$ cat config.mk
export PLATFORM = sky130hd
export DESIGN_NAME = jtag_dtm_regs_flat
export DESIGN_NICKNAME = d
export VERILOG_FILES = /design/src/rtl/dtm_pkg.sv /design/src/rtl/jtag_dtm_regs_if.sv /design/src/rtl/dmi_xfer.sv /design/src/rtl/jtag_dtm_regs.sv /design/src/flat_wrapper.sv
export SDC_FILE = /design/constraint.sdc
export NUM_CORES = 1
export LEC_CHECK = 0
export ABC_CLOCK_PERIOD_IN_PS = 4000
export CAP_MARGIN = 20
export CORE_MARGIN = 5
export CORE_UTILIZATION = 45
export DETAILED_ROUTE_END_ITERATION = 7
export PLACE_DENSITY = 0.68
export REMOVE_ABC_BUFFERS = 1
export SETUP_SLACK_MARGIN = 0.5
export SYNTH_ARGS = -nofsm -noshare
export SYNTH_HDL_FRONTEND = slang
export SYNTH_HIERARCHICAL = 1
export SYNTH_SLANG_ARGS = --single-unit
$ cat constraint.sdc
create_clock -name clk -period 4 [get_ports clk]
set_input_delay 0.8 -clock clk [delete_from_list [all_inputs] [get_ports clk]]
set_output_delay 0.8 -clock clk [all_outputs]
set_load 0.005 [all_outputs]
$ cat src/rtl/dtm_pkg.sv
// Shared encodings for the JTAG debug transport module: IR opcodes, DTMCS layout,
// DMI op/status codes and the DMI transaction FSM states.
package dtm_pkg;

  localparam logic [4:0] IR_IDCODE = 5'h01;
  localparam logic [4:0] IR_DTMCS  = 5'h10;
  localparam logic [4:0] IR_DMI    = 5'h11;

  localparam int DTMCS_DMIRESET_BIT  = 16;
  localparam int DTMCS_HARDRESET_BIT = 17;

  typedef enum logic [1:0] {
    DMI_OP_NOP   = 2'd0,
    DMI_OP_READ  = 2'd1,
    DMI_OP_WRITE = 2'd2,
    DMI_OP_RSVD  = 2'd3
  } dmi_op_e;

  typedef enum logic [1:0] {
    DMI_STAT_OK     = 2'd0,
    DMI_STAT_RSVD   = 2'd1,
    DMI_STAT_FAILED = 2'd2,
    DMI_STAT_BUSY   = 2'd3
  } dmi_stat_e;

  typedef enum logic [1:0] {
    XFER_IDLE,
    XFER_REQ,
    XFER_WAIT
  } xfer_state_e;

  typedef enum logic [1:0] {
    SEL_BYPASS,
    SEL_IDCODE,
    SEL_DTMCS,
    SEL_DMI
  } dr_sel_e;

  function automatic dr_sel_e decode_ir(logic [4:0] ir);
    case (ir)
      IR_IDCODE: return SEL_IDCODE;
      IR_DTMCS:  return SEL_DTMCS;
      IR_DMI:    return SEL_DMI;
      default:   return SEL_BYPASS;
    endcase
  endfunction

  // {reserved, dmihardreset, dmireset, reserved, idle, dmistat, abits, version}
  function automatic logic [31:0] dtmcs_word(logic [1:0] dmistat, logic [5:0] abits);
    return {14'b0, 2'b00, 1'b0, 3'd1, dmistat, abits, 4'd1};
  endfunction

endpackage

$ cat src/rtl/jtag_dtm_regs_if.sv
// Debug-module interface handshake between the DTM (master) and the debug module (slave).
interface jtag_dtm_regs_if #(
  parameter int ABITS = 7
);
  logic             dmi_req_valid;
  logic             dmi_req_ready;
  logic [ABITS-1:0] dmi_req_addr;
  logic [31:0]      dmi_req_data;
  logic [1:0]       dmi_req_op;
  logic             dmi_rsp_valid;
  logic [31:0]      dmi_rsp_data;
  logic [1:0]       dmi_rsp_op;

  modport master (
    output dmi_req_valid, dmi_req_addr, dmi_req_data, dmi_req_op,
    input  dmi_req_ready, dmi_rsp_valid, dmi_rsp_data, dmi_rsp_op
  );

  modport slave (
    input  dmi_req_valid, dmi_req_addr, dmi_req_data, dmi_req_op,
    output dmi_req_ready, dmi_rsp_valid, dmi_rsp_data, dmi_rsp_op
  );
endinterface

$ cat src/rtl/dmi_xfer.sv
// DMI transaction engine: issues one request at a time, tracks the sticky
// status and latches the response data for the next DMI capture.
module dmi_xfer
  import dtm_pkg::*;
#(
  parameter int ABITS = 7
) (
  input  logic             clk,
  input  logic             reset,
  input  logic             tlr_i,
  input  logic             dmireset_i,
  input  logic             hardreset_i,
  input  logic             update_i,
  input  logic [ABITS-1:0] addr_i,
  input  logic [31:0]      data_i,
  input  logic [1:0]       op_i,
  output logic [1:0]       status_o,
  output logic [31:0]      rsp_data_o,
  output logic [ABITS-1:0] last_addr_o,
  jtag_dtm_regs_if.master  dmi
);

  xfer_state_e      state_q, state_d;
  dmi_stat_e        sticky_q, sticky_d;
  logic [ABITS-1:0] addr_q, addr_d;
  logic [31:0]      data_q, data_d;
  logic [1:0]       op_q, op_d;
  logic [31:0]      rsp_q, rsp_d;

  always_comb begin
    // NOTE: every next-state value is defaulted to its register first so no path leaves it unassigned (no latches).
    state_d  = state_q;
    sticky_d = sticky_q;
    addr_d   = addr_q;
    data_d   = data_q;
    op_d     = op_q;
    rsp_d    = rsp_q;

    case (state_q)
      XFER_IDLE: begin
        if (update_i && sticky_q == DMI_STAT_OK &&
            (op_i == DMI_OP_READ || op_i == DMI_OP_WRITE)) begin
          state_d = XFER_REQ;
          addr_d  = addr_i;
          data_d  = data_i;
          op_d    = op_i;
        end
      end
      XFER_REQ: begin
        if (dmi.dmi_req_ready) state_d = XFER_WAIT;
      end
      XFER_WAIT: begin
        if (dmi.dmi_rsp_valid) begin
          state_d = XFER_IDLE;
          rsp_d   = dmi.dmi_rsp_data;
          if (dmi.dmi_rsp_op == DMI_STAT_FAILED) sticky_d = DMI_STAT_FAILED;
        end
      end
      default: state_d = XFER_IDLE;
    endcase

    // A scan that lands while a transaction is in flight is dropped and flagged.
    if (update_i && state_q != XFER_IDLE) sticky_d = DMI_STAT_BUSY;

    if (dmireset_i) sticky_d = DMI_STAT_OK;
    if (hardreset_i) begin
      sticky_d = DMI_STAT_OK;
      state_d  = XFER_IDLE;
    end
  end

  always_ff @(posedge clk or negedge reset) begin
    if (!reset) begin
      state_q  <= XFER_IDLE;
      sticky_q <= DMI_STAT_OK;
      addr_q   <= '0;
      data_q   <= '0;
      op_q     <= '0;
      rsp_q    <= '0;
    end else if (tlr_i) begin
      state_q  <= XFER_IDLE;
      sticky_q <= DMI_STAT_OK;
      addr_q   <= '0;
      data_q   <= '0;
      op_q     <= '0;
      rsp_q    <= '0;
    end else begin
      // NOTE: non-blocking assignments so all registers update together at the edge.
      state_q  <= state_d;
      sticky_q <= sticky_d;
      addr_q   <= addr_d;
      data_q   <= data_d;
      op_q     <= op_d;
      rsp_q    <= rsp_d;
    end
  end

  assign dmi.dmi_req_valid = (state_q == XFER_REQ);
  assign dmi.dmi_req_addr  = addr_q;
  assign dmi.dmi_req_data  = data_q;
  assign dmi.dmi_req_op    = op_q;

  assign status_o    = (state_q != XFER_IDLE) ? DMI_STAT_BUSY : sticky_q;
  assign rsp_data_o  = rsp_q;
  assign last_addr_o = addr_q;

endmodule

$ cat src/rtl/jtag_dtm_regs.sv
// JTAG DTM register file: IR, BYPASS/IDCODE/DTMCS/DMI data registers driven by
// TAP state strobes, with the DMI transaction engine behind the DMI register.
module jtag_dtm_regs
  import dtm_pkg::*;
#(
  parameter logic [31:0] IDCODE = 32'h0000_0001,
  parameter int          ABITS  = 7
) (
  input  logic            clk,
  input  logic            reset,
  input  logic            tdi,
  input  logic            test_logic_reset,
  input  logic            capture_dr,
  input  logic            shift_dr,
  input  logic            update_dr,
  input  logic            capture_ir,
  input  logic            shift_ir,
  input  logic            update_ir,
  output logic            tdo,
  jtag_dtm_regs_if.master dmi
);

  localparam int DRW = ABITS + 34;

  logic [4:0]       ir_q, ir_d;
  logic [4:0]       ir_sh_q, ir_sh_d;
  logic [DRW-1:0]   dr_sh_q, dr_sh_d;
  dr_sel_e          dr_sel;
  logic [1:0]       dmi_status;
  logic [31:0]      rsp_data;
  logic [ABITS-1:0] last_addr;
  logic             dtmcs_upd;

  assign dr_sel    = decode_ir(ir_q);
  assign dtmcs_upd = update_dr && dr_sel == SEL_DTMCS;

  always_comb begin
    ir_sh_d = ir_sh_q;
    if (capture_ir)    ir_sh_d = 5'b00001;
    else if (shift_ir) ir_sh_d = {tdi, ir_sh_q[4:1]};
    ir_d = update_ir ? ir_sh_q : ir_q;
  end

  // One physical shifter serves every DR; tdi enters at the selected register's MSB.
  always_comb begin
    dr_sh_d = dr_sh_q;
    if (capture_dr) begin
      case (dr_sel)
        SEL_IDCODE: dr_sh_d = DRW'(IDCODE);
        SEL_DTMCS:  dr_sh_d = DRW'(dtmcs_word(dmi_status, 6'(ABITS)));
        SEL_DMI:    dr_sh_d = {last_addr, rsp_data, dmi_status};
        default:    dr_sh_d = '0;
      endcase
    end else if (shift_dr) begin
      case (dr_sel)
        SEL_IDCODE, SEL_DTMCS: dr_sh_d = DRW'({tdi, dr_sh_q[31:1]});
        SEL_DMI:               dr_sh_d = {tdi, dr_sh_q[DRW-1:1]};
        default:               dr_sh_d = DRW'(tdi);
      endcase
    end
  end

  always_ff @(posedge clk or negedge reset) begin
    if (!reset) begin
      ir_q    <= IR_IDCODE;
      ir_sh_q <= '0;
      dr_sh_q <= '0;
    end else if (test_logic_reset) begin
      ir_q    <= IR_IDCODE;
      ir_sh_q <= '0;
      dr_sh_q <= '0;
    end else begin
      ir_q    <= ir_d;
      ir_sh_q <= ir_sh_d;
      dr_sh_q <= dr_sh_d;
    end
  end

  always_comb begin
    tdo = 1'b0;
    if (shift_ir)      tdo = ir_sh_q[0];
    else if (shift_dr) tdo = dr_sh_q[0];
  end

  dmi_xfer #(.ABITS(ABITS)) u_xfer (
    .clk         (clk),
    .reset       (reset),
    .tlr_i       (test_logic_reset),
    .dmireset_i  (dtmcs_upd && dr_sh_q[DTMCS_DMIRESET_BIT]),
    .hardreset_i (dtmcs_upd && dr_sh_q[DTMCS_HARDRESET_BIT]),
    .update_i    (update_dr && dr_sel == SEL_DMI),
    .addr_i      (dr_sh_q[DRW-1:34]),
    .data_i      (dr_sh_q[33:2]),
    .op_i        (dr_sh_q[1:0]),
    .status_o    (dmi_status),
    .rsp_data_o  (rsp_data),
    .last_addr_o (last_addr),
    .dmi         (dmi)
  );

endmodule

$ cat src/flat_wrapper.sv
// flat-port wrapper written by rule: the top's interface ports become plain ports
module jtag_dtm_regs_flat import dtm_pkg::*;
#(
  parameter logic [31:0] IDCODE = 32'h0000_0001,
  parameter int          ABITS  = 7
)
  (clk, reset, tdi, test_logic_reset, capture_dr, shift_dr, update_dr, capture_ir, shift_ir, update_ir, tdo, dmi_dmi_req_valid, dmi_dmi_req_addr, dmi_dmi_req_data, dmi_dmi_req_op, dmi_dmi_req_ready, dmi_dmi_rsp_valid, dmi_dmi_rsp_data, dmi_dmi_rsp_op);
  jtag_dtm_regs_if #(.ABITS(ABITS)) dmi_i ();
  input  logic clk;
  input  logic reset;
  input  logic tdi;
  input  logic test_logic_reset;
  input  logic capture_dr;
  input  logic shift_dr;
  input  logic update_dr;
  input  logic capture_ir;
  input  logic shift_ir;
  input  logic update_ir;
  output logic tdo;
  output wire logic [$bits(dmi_i.dmi_req_valid)-1:0] dmi_dmi_req_valid;
  output wire logic [$bits(dmi_i.dmi_req_addr)-1:0] dmi_dmi_req_addr;
  output wire logic [$bits(dmi_i.dmi_req_data)-1:0] dmi_dmi_req_data;
  output wire logic [$bits(dmi_i.dmi_req_op)-1:0] dmi_dmi_req_op;
  input wire logic [$bits(dmi_i.dmi_req_ready)-1:0] dmi_dmi_req_ready;
  input wire logic [$bits(dmi_i.dmi_rsp_valid)-1:0] dmi_dmi_rsp_valid;
  input wire logic [$bits(dmi_i.dmi_rsp_data)-1:0] dmi_dmi_rsp_data;
  input wire logic [$bits(dmi_i.dmi_rsp_op)-1:0] dmi_dmi_rsp_op;
  assign dmi_dmi_req_valid = dmi_i.dmi_req_valid;
  assign dmi_dmi_req_addr = dmi_i.dmi_req_addr;
  assign dmi_dmi_req_data = dmi_i.dmi_req_data;
  assign dmi_dmi_req_op = dmi_i.dmi_req_op;
  assign dmi_i.dmi_req_ready = dmi_dmi_req_ready;
  assign dmi_i.dmi_rsp_valid = dmi_dmi_rsp_valid;
  assign dmi_i.dmi_rsp_data = dmi_dmi_rsp_data;
  assign dmi_i.dmi_rsp_op = dmi_dmi_rsp_op;
  jtag_dtm_regs #(.IDCODE(IDCODE), .ABITS(ABITS)) u_core (.clk(clk), .reset(reset), .tdi(tdi), .test_logic_reset(test_logic_reset), .capture_dr(capture_dr), .shift_dr(shift_dr), .update_dr(update_dr), .capture_ir(capture_ir), .shift_ir(shift_ir), .update_ir(update_ir), .tdo(tdo), .dmi(dmi_i));
endmodule
==> out/metrics.yaml, run 1 <==
floorplan:
  start_util: 0.457
  rows: 42
  dieArea_um2: 15900
  die_w_um: 126
  core_area_um2: 13200
  die_h_um: 126
  io-pin-count: 89
critical_path:
  start_kind: "input pin"
  crit_path_frequent_cell: "clkdlybuf4s50_1"
  crit_chain: "clkdlybuf4s50_1 > nand2_1 > o21ai_0 > clkdlybuf4s50_1"
  path_class: "input pin to primary output"
  cpPeakStageDelay_ns: 0.71
  crit_arrival_ns: 2.27
  cp_slowest_cell: "clkdlybuf4s50_1"
  required_ns: 3.20
  endpoint_kind: "primary output"
  crit_path_max_fanout: 10
synth:
  synthMuxAreaShare: 0.0826
  synth_fa_ha_area_frac: 0.00413
  synth_area_leaders: "dfrtp_1, nand2b_1, mux2i_1"
  synth_area_um2: 6060
  synth-seq-area-share: 0.529
  synthSimpleGateAreaFrac: 0.163
  async_reset_ff_frac: 1.00
  ys_types: 46
  ys_warn_count: 6
  synth_top_family_by_area: "compound AO/OA/AOI/OAI gates"
  synth_area_leader_cell: "dfrtp_1"
  synth_edf_count: 0
  synth_cells: 529
  ys.flop_type: "dfrtp_1"
  avgSynthCellArea_um2: 11.4
  synthXorXnorAreaFrac: 0.00145
  synth-compound-area-share: 0.168
  yosys.area.top_type_share: 0.525
  ys_ff_latch: 128
  synthTopCellsByCount: "dfrtp_1, nand2b_1, a22o_1"
  yosysMostFrequentCell: "dfrtp_1"
clock_network:
  tritoncts: "built"
  cts_made_buffers: 17
  cts_setup_buffers: 0
  cts.htree.levels: 4
  holdBufCountCts: 0
  cts_sinks: 128
  clkTransAtPathRegs_ns: 0.06
  insertion_delay_ns: 0.42
  root_buffer: "clkbuf_16"
  clockBufferDepth: 2
  cts_resized: 0
global_route:
  globalRouteMet2Util: 0.283
  grt_pass1_wl_mm: 23.3
  antenna_found_initial: 0
  top_usage_layer: "met2"
  met3_usage: 0.0406
  grt_pass1_vias: 4516
  use_met1: 0.242
  grt_max_degree: 129
  grt_use_total: 0.183
  grt_overflow: 0
layout:
  fill_cells: 1144
  final_cells: 790
  syn2layout_area_growth_pct: 24.7
  nNetsFinal: 649
  drive_gt1_frac: 0.0928
  diodes: 0
drt:
  ant_nets: 0
  finalWirelength_mm: 13.9
  drcViolationCount: 0
  vias: 4271
  vias_per_cell: 5.41
  first_pass_iters: 4
  drt_iter0_drc: 332
  avgRoutedWirePerCell_um: 17.5
power:
  p_leak_uw: 0.00343
  p_per_area_nw_per_um2: 396
  vdd_drop_max_mv: 0.288
place:
  portBuffers: 88
  place_congestion: 0.815
  dp.cells: 758
  dp_hpwl_mm: 8.96
worst_hold_path:
  hold_path_class: "flop to flop"
flow_run:
  cap_violations: 0
sta:
  max_freq_ghz: 0.326
  finalMaxSlewViolations: 0
  fin_crit_sh: 0.768
  finalHoldViolations: 0
  fin_skew_ns: 0.00806
  finalSetupViolations: 0
  rsz0062_at_grt: "no"
  fin_setup_tns_ns: 0
  slew_headroom: 0.451
  tightest_slew_ns: 0.819
  timing.final.crit_period_ns: 3.07
outcome:
  outcome: "complete, no violations"
==> final cells by class <==
cell class,count,area [µm²],area share
sequential,128,3200,0.424
tap,176,220,0.0292
clock buffer,23,478,0.0633
inverter,3,13.8,0.00182
multi-input combinational,350,2550,0.337
clock inverter,9,106,0.0141
timing repair buffer,101,983,0.130
==> worst paths after layout <==
check,from,cells past startpoint,to,slack (ns)
setup / recovery,shift_dr,4,tdo,0.93
hold reg to reg,u_core/dr_sh_q[38]$_DFFE_PN0P_,2,u_core/dr_sh_q[38]$_DFFE_PN0P_,0.49
hold / removal,u_core/dr_sh_q[38]$_DFFE_PN0P_,2,u_core/dr_sh_q[38]$_DFFE_PN0P_,0.49
max in group asynchronous,reset,2,u_core/u_xfer/dmi.dmi_req_addr[1]$_DFFE_PN0P_,3.03
min in group asynchronous,reset,2,u_core/u_xfer/rsp_data_o[17]$_DFFE_PN0P_,0.50
setup reg to reg,u_core/ir_q[1]$_DFFE_PN0P_,6,u_core/u_xfer/dmi.dmi_req_data[22]$_DFFE_PN0P_,1.54
==> metal layers <==
layer,vias up,wire length [µm]
li1,2018,-
met1,2094,6280
met2,137,6540
met3,22,713
met4,0,314
met5,-,0
==> kinds of logic after synthesis <==
logic type      after synthesis
fa+ha+maj                     2
xor+xnor                      1
flops                       128
buf+inv                      51
mux                          50
simple gates                166
compound gates              131
==> sequential cells by signal (all words and copies together) (netlist names) <==
| name | flops |
|---|---|
| u_core/u_xfer/dmi.dmi_req_data | 32 |
| u_core/u_xfer/sticky_q | 2 |
| u_core/ir_sh_q | 5 |
| u_core/u_xfer/rsp_data_o | 32 |
| u_core/dr_sh_q | 41 |
| u_core/u_xfer/state_q | 2 |
| u_core/ir_q | 5 |
| u_core/u_xfer/dmi.dmi_req_op | 2 |
| u_core/u_xfer/dmi.dmi_req_addr | 7 |
==> power breakdown <==
| part | total (µW) | switching (µW) | internal [µW] |
|---|---|---|---|
| clock network | 1520 | 552 | 964 |
| logic | 168 | 91.1 | 76.6 |
| registers | 1310 | 8.05 | 1300 |
| total | 2990 | 651 | 2340 |
==> stage by stage <==
| step | setup slack [ns] | util | total power, µW | hold slack [ns] | cell area (µm²) |
|---|---|---|---|---|---|
| floorplan | 0.465 | - | 1390 | 0.462 | 5750 |
| global placement | 0.941 | 0.526 | 1500 | 0.477 | 6970 |
| detailed placement | 0.913 | 0.526 | 1500 | 0.480 | 6970 |
| CTS | 0.914 | 0.570 | 3030 | 0.493 | 7550 |
| global route | 0.772 | 0.570 | 3100 | 0.518 | 7550 |
| finish | 0.928 | 0.570 | 2990 | 0.493 | 7550 |
==> worst max-delay path: cells and delay by family <==
family                 cells  cell delay [ns]
AOI/OAI and AO/OA          1             0.15
buffers and inverters      2             1.24
and+or+nand+nor            1             0.09
==> cell usage in the layout (no fill, tap or decap), types with 5 or more instances in the layout <==
master / instances
dfrtp_1: 127
nand2b_1: 92
clkdlybuf4s50_1: 86
a22o_1: 56
mux2i_1: 50
nand2_1: 31
a21o_1: 27
clkbuf_16: 17
buf_4: 13
o21ai_0: 13
nor2_1: 10
a22oi_1: 9
a21oi_1: 8
nor3_1: 7
and3_1: 5
a31oi_1: 5
No activity file was read; power rests on OpenSTA's default activity.
==> run 2: changes to the inputs <==
--- a/config.mk
+++ b/config.mk
@@ -5,7 +5,7 @@
 export SDC_FILE = /design/constraint.sdc
 export NUM_CORES = 1
 export LEC_CHECK = 0
-export ABC_CLOCK_PERIOD_IN_PS = 4000
+export ABC_CLOCK_PERIOD_IN_PS = 3100
 export CAP_MARGIN = 20
 export CORE_MARGIN = 5
 export CORE_UTILIZATION = 45
==> constraint.sdc (replaced) <==
create_clock -name clk -period 3.1 [get_ports clk]
set_input_delay 0.62 -clock clk [delete_from_list [all_inputs] [get_ports clk]]
set_output_delay 0.62 -clock clk [all_outputs]
set_load 0.005 [all_outputs]
==> run 2 against run 1 <==
Design area grew 0.96%. Clock power rose by 41%. Final cell count is 0.13% lower. Routed wire length up 1.3%. Core utilization is 0.55 points higher. Worst setup slack worse by 0.29 ns. Die area stayed put. Global-route usage is 0.17 points higher. Non-clock buffer count unchanged. Critical endpoint unchanged.
==> out/metrics.yaml, run 2 (same netlist as run 1, synthesis figures left out) <==
outcome:
  outcome: "complete, no violations"
layout:
  fill_cells: 1157  # +1.1%
  nNetsFinal: 649  # unchanged
  drive_gt1_frac: 0.0899  # -0.00296
  layout_commonest_cell: "dfrtp_1"
  syn2layout_area_growth_pct: 25.9
  fin_area_um2: 7620  # +0.96%
  largest-register: "u_core/dr_sh_q"
  largest_reg_flops: 41  # unchanged
  layout_common_cells: "dfrtp_1, nand2b_1, clkdlybuf4s50_1"
critical_path:
  r2r_end: "u_core/dr_sh_q[1]$_DFFE_PN0P_"
  reg2reg_depth: 7  # +1
  start_kind: "input pin"
  endpoint_kind: "primary output"
  required_ns: 2.48  # -0.72 ns
  worstReg2RegStart: "u_core/ir_q[1]$_DFFE_PN0P_"
  crit_chain: "clkdlybuf4s50_1 > nand2_1 > o21ai_0 > clkdlybuf4s50_1"
  r2r_setup_slack_ns: 0.83  # -0.71 ns
  crit_path_frequent_cell: "clkdlybuf4s50_1"
  cp_slowest_cell: "clkdlybuf4s50_1"
  cpPeakStageDelay_ns: 0.52  # -0.19 ns
  crit_arrival_ns: 1.85  # -0.42 ns
  path_class: "input pin to primary output"
  cp-startpoint: "shift_dr"
  crit_path_max_fanout: 2  # -8
clock_network:
  cts.htree.levels: 4  # unchanged
  cts_setup_buffers: 0  # unchanged
  tritoncts: "built"
  clkTransAtPathRegs_ns: 0.05  # about the same
  cts_sinks: 128  # unchanged
  root_buffer: "clkbuf_16"
  insertion_delay_ns: 0.42  # about the same
  cts_made_buffers: 17  # unchanged
  holdBufCountCts: 0  # unchanged
  clockBufferDepth: 2  # unchanged
  cts_resized: 1  # +1
sta:
  finalSetupViolations: 0  # unchanged
  fin_hold_ws_ns: 0.300  # -0.193 ns
  finalHoldViolations: 0  # unchanged
  finalMaxSlewViolations: 0  # unchanged
  rsz0062_at_grt: "no"
  tightest_slew_ns: 0.676  # -0.143 ns
  timing.final.crit_period_ns: 2.47
  fin_skew_ns: 0.00597  # -0.00209 ns
  fin_crit_sh: 0.795
  max_freq_ghz: 0.406
  slew_headroom: 0.549  # +0.0983
power:
  p_per_area_nw_per_um2: 531  # +34%
  p_leak_uw: 0.00347  # +1.1%
  vdd_drop_max_mv: 0.350  # +21%
floorplan:
  die_w_um: 126  # unchanged
  dieArea_um2: 15900  # unchanged
  rows: 42  # unchanged
  start_util: 0.457  # unchanged
  io-pin-count: 89  # unchanged
  core_area_um2: 13200  # unchanged
  die_h_um: 126  # unchanged
place:
  dp_hpwl_mm: 8.94  # -0.27%
  place_congestion: 0.853  # +4.7%
  dpl_cell_area_um2: 6990  # +0.36%
  portBuffers: 88  # unchanged
flow_run:
  cap_violations: 0  # unchanged
drt:
  drcViolationCount: 0  # unchanged
  avgRoutedWirePerCell_um: 17.8  # +1.4%
  ant_nets: 0  # unchanged
  finalWirelength_mm: 14.0  # +1.3%
  vias: 4265  # -0.14%
  first_pass_iters: 5  # +1
  vias_per_cell: 5.41  # about the same
  drt_iter0_drc: 336  # +1.2%
global_route:
  grt_overflow: 0  # unchanged
  grt_pass1_wl_mm: 23.6  # +1.3%
  grt_max_degree: 129  # unchanged
  grt_pass1_vias: 4495  # -0.47%
  antenna_found_initial: 1  # +1
  grt_use_total: 0.184  # +0.00166
worst_hold_path:
  hold_path_class: "input pin to asynchronous set/reset pin"
run 2: changes by cell type in the layout (fill, tap and decap cells not counted), sizes merged:
| cell | change |
|---|---|
| clkinv | -2 |
| clkdlybuf4s50 | -1 |
| clkbuf | +2 |
| inv | -1 |
| bufinv | +2 |
| clkinvlp | -3 |
| diode | +1 |
| dlygate4sd2 | +1 |
run 2: metal layers:
layer	vias to the layer above	GRT usage	wire length, µm
met2	127	0.280	6510
met4	0	0.0909	261
met1	2099	0.255	6560
li1	2019	-	-
met3	20	0.0356	693
met5	-	0	0
run 2: area by class of cell:
type / instances / area (µm²) / area share
Tap cell: 176 / 220 / 0.0289
Sequential cell: 128 / 3200 / 0.420
Clock buffer: 25 / 505 / 0.0663
Timing Repair Buffer: 101 / 1010 / 0.132
Antenna cell: 1 / 2.50 / 0.000328
Multi-Input combinational cell: 350 / 2550 / 0.334
Clock inverter: 5 / 125 / 0.0164
Inverter: 3 / 13.8 / 0.00181
run 2: how the worst max path moves through the flow:
| stage | endpoint | cells after the start |
|---|---|---|
| finish | tdo | 4 |
| floorplan | u_core/dr_sh_q[0]$_DFFE_PN0P_ | 3 |
| global route | tdo | 4 |
| detailed placement | tdo | 4 |
| CTS | tdo | 4 |
| global placement | tdo | 4 |
run 2: critical path, delay by kind of cell:
family / cells / cell delay (ns)
compound gates: 1 / 0.14
buf+inv: 2 / 1.02
simple gates: 1 / 0.06
run 2: through the flow:
step | setup WS [ns] | total power (µW) | setup TNS [ns] | utilization | cells
final | 0.635 | 4050 | 0 | 0.576 | 789
after global routing | 0.551 | 4190 | 0 | 0.576 | 789
after CTS | 0.612 | 4090 | 0 | 0.576 | 788
after detailed placement | 0.501 | 1940 | 0 | 0.528 | 758
after global placement | 0.515 | 1940 | 0 | 0.528 | 758
after floorplan | -0.255 | 1790 | -1.06 | - | 481
run 2: power by group:
part	switching [µW]	internal, µW
Sequential	11.0	1680
Clock	698	1440
Combinational	119	100
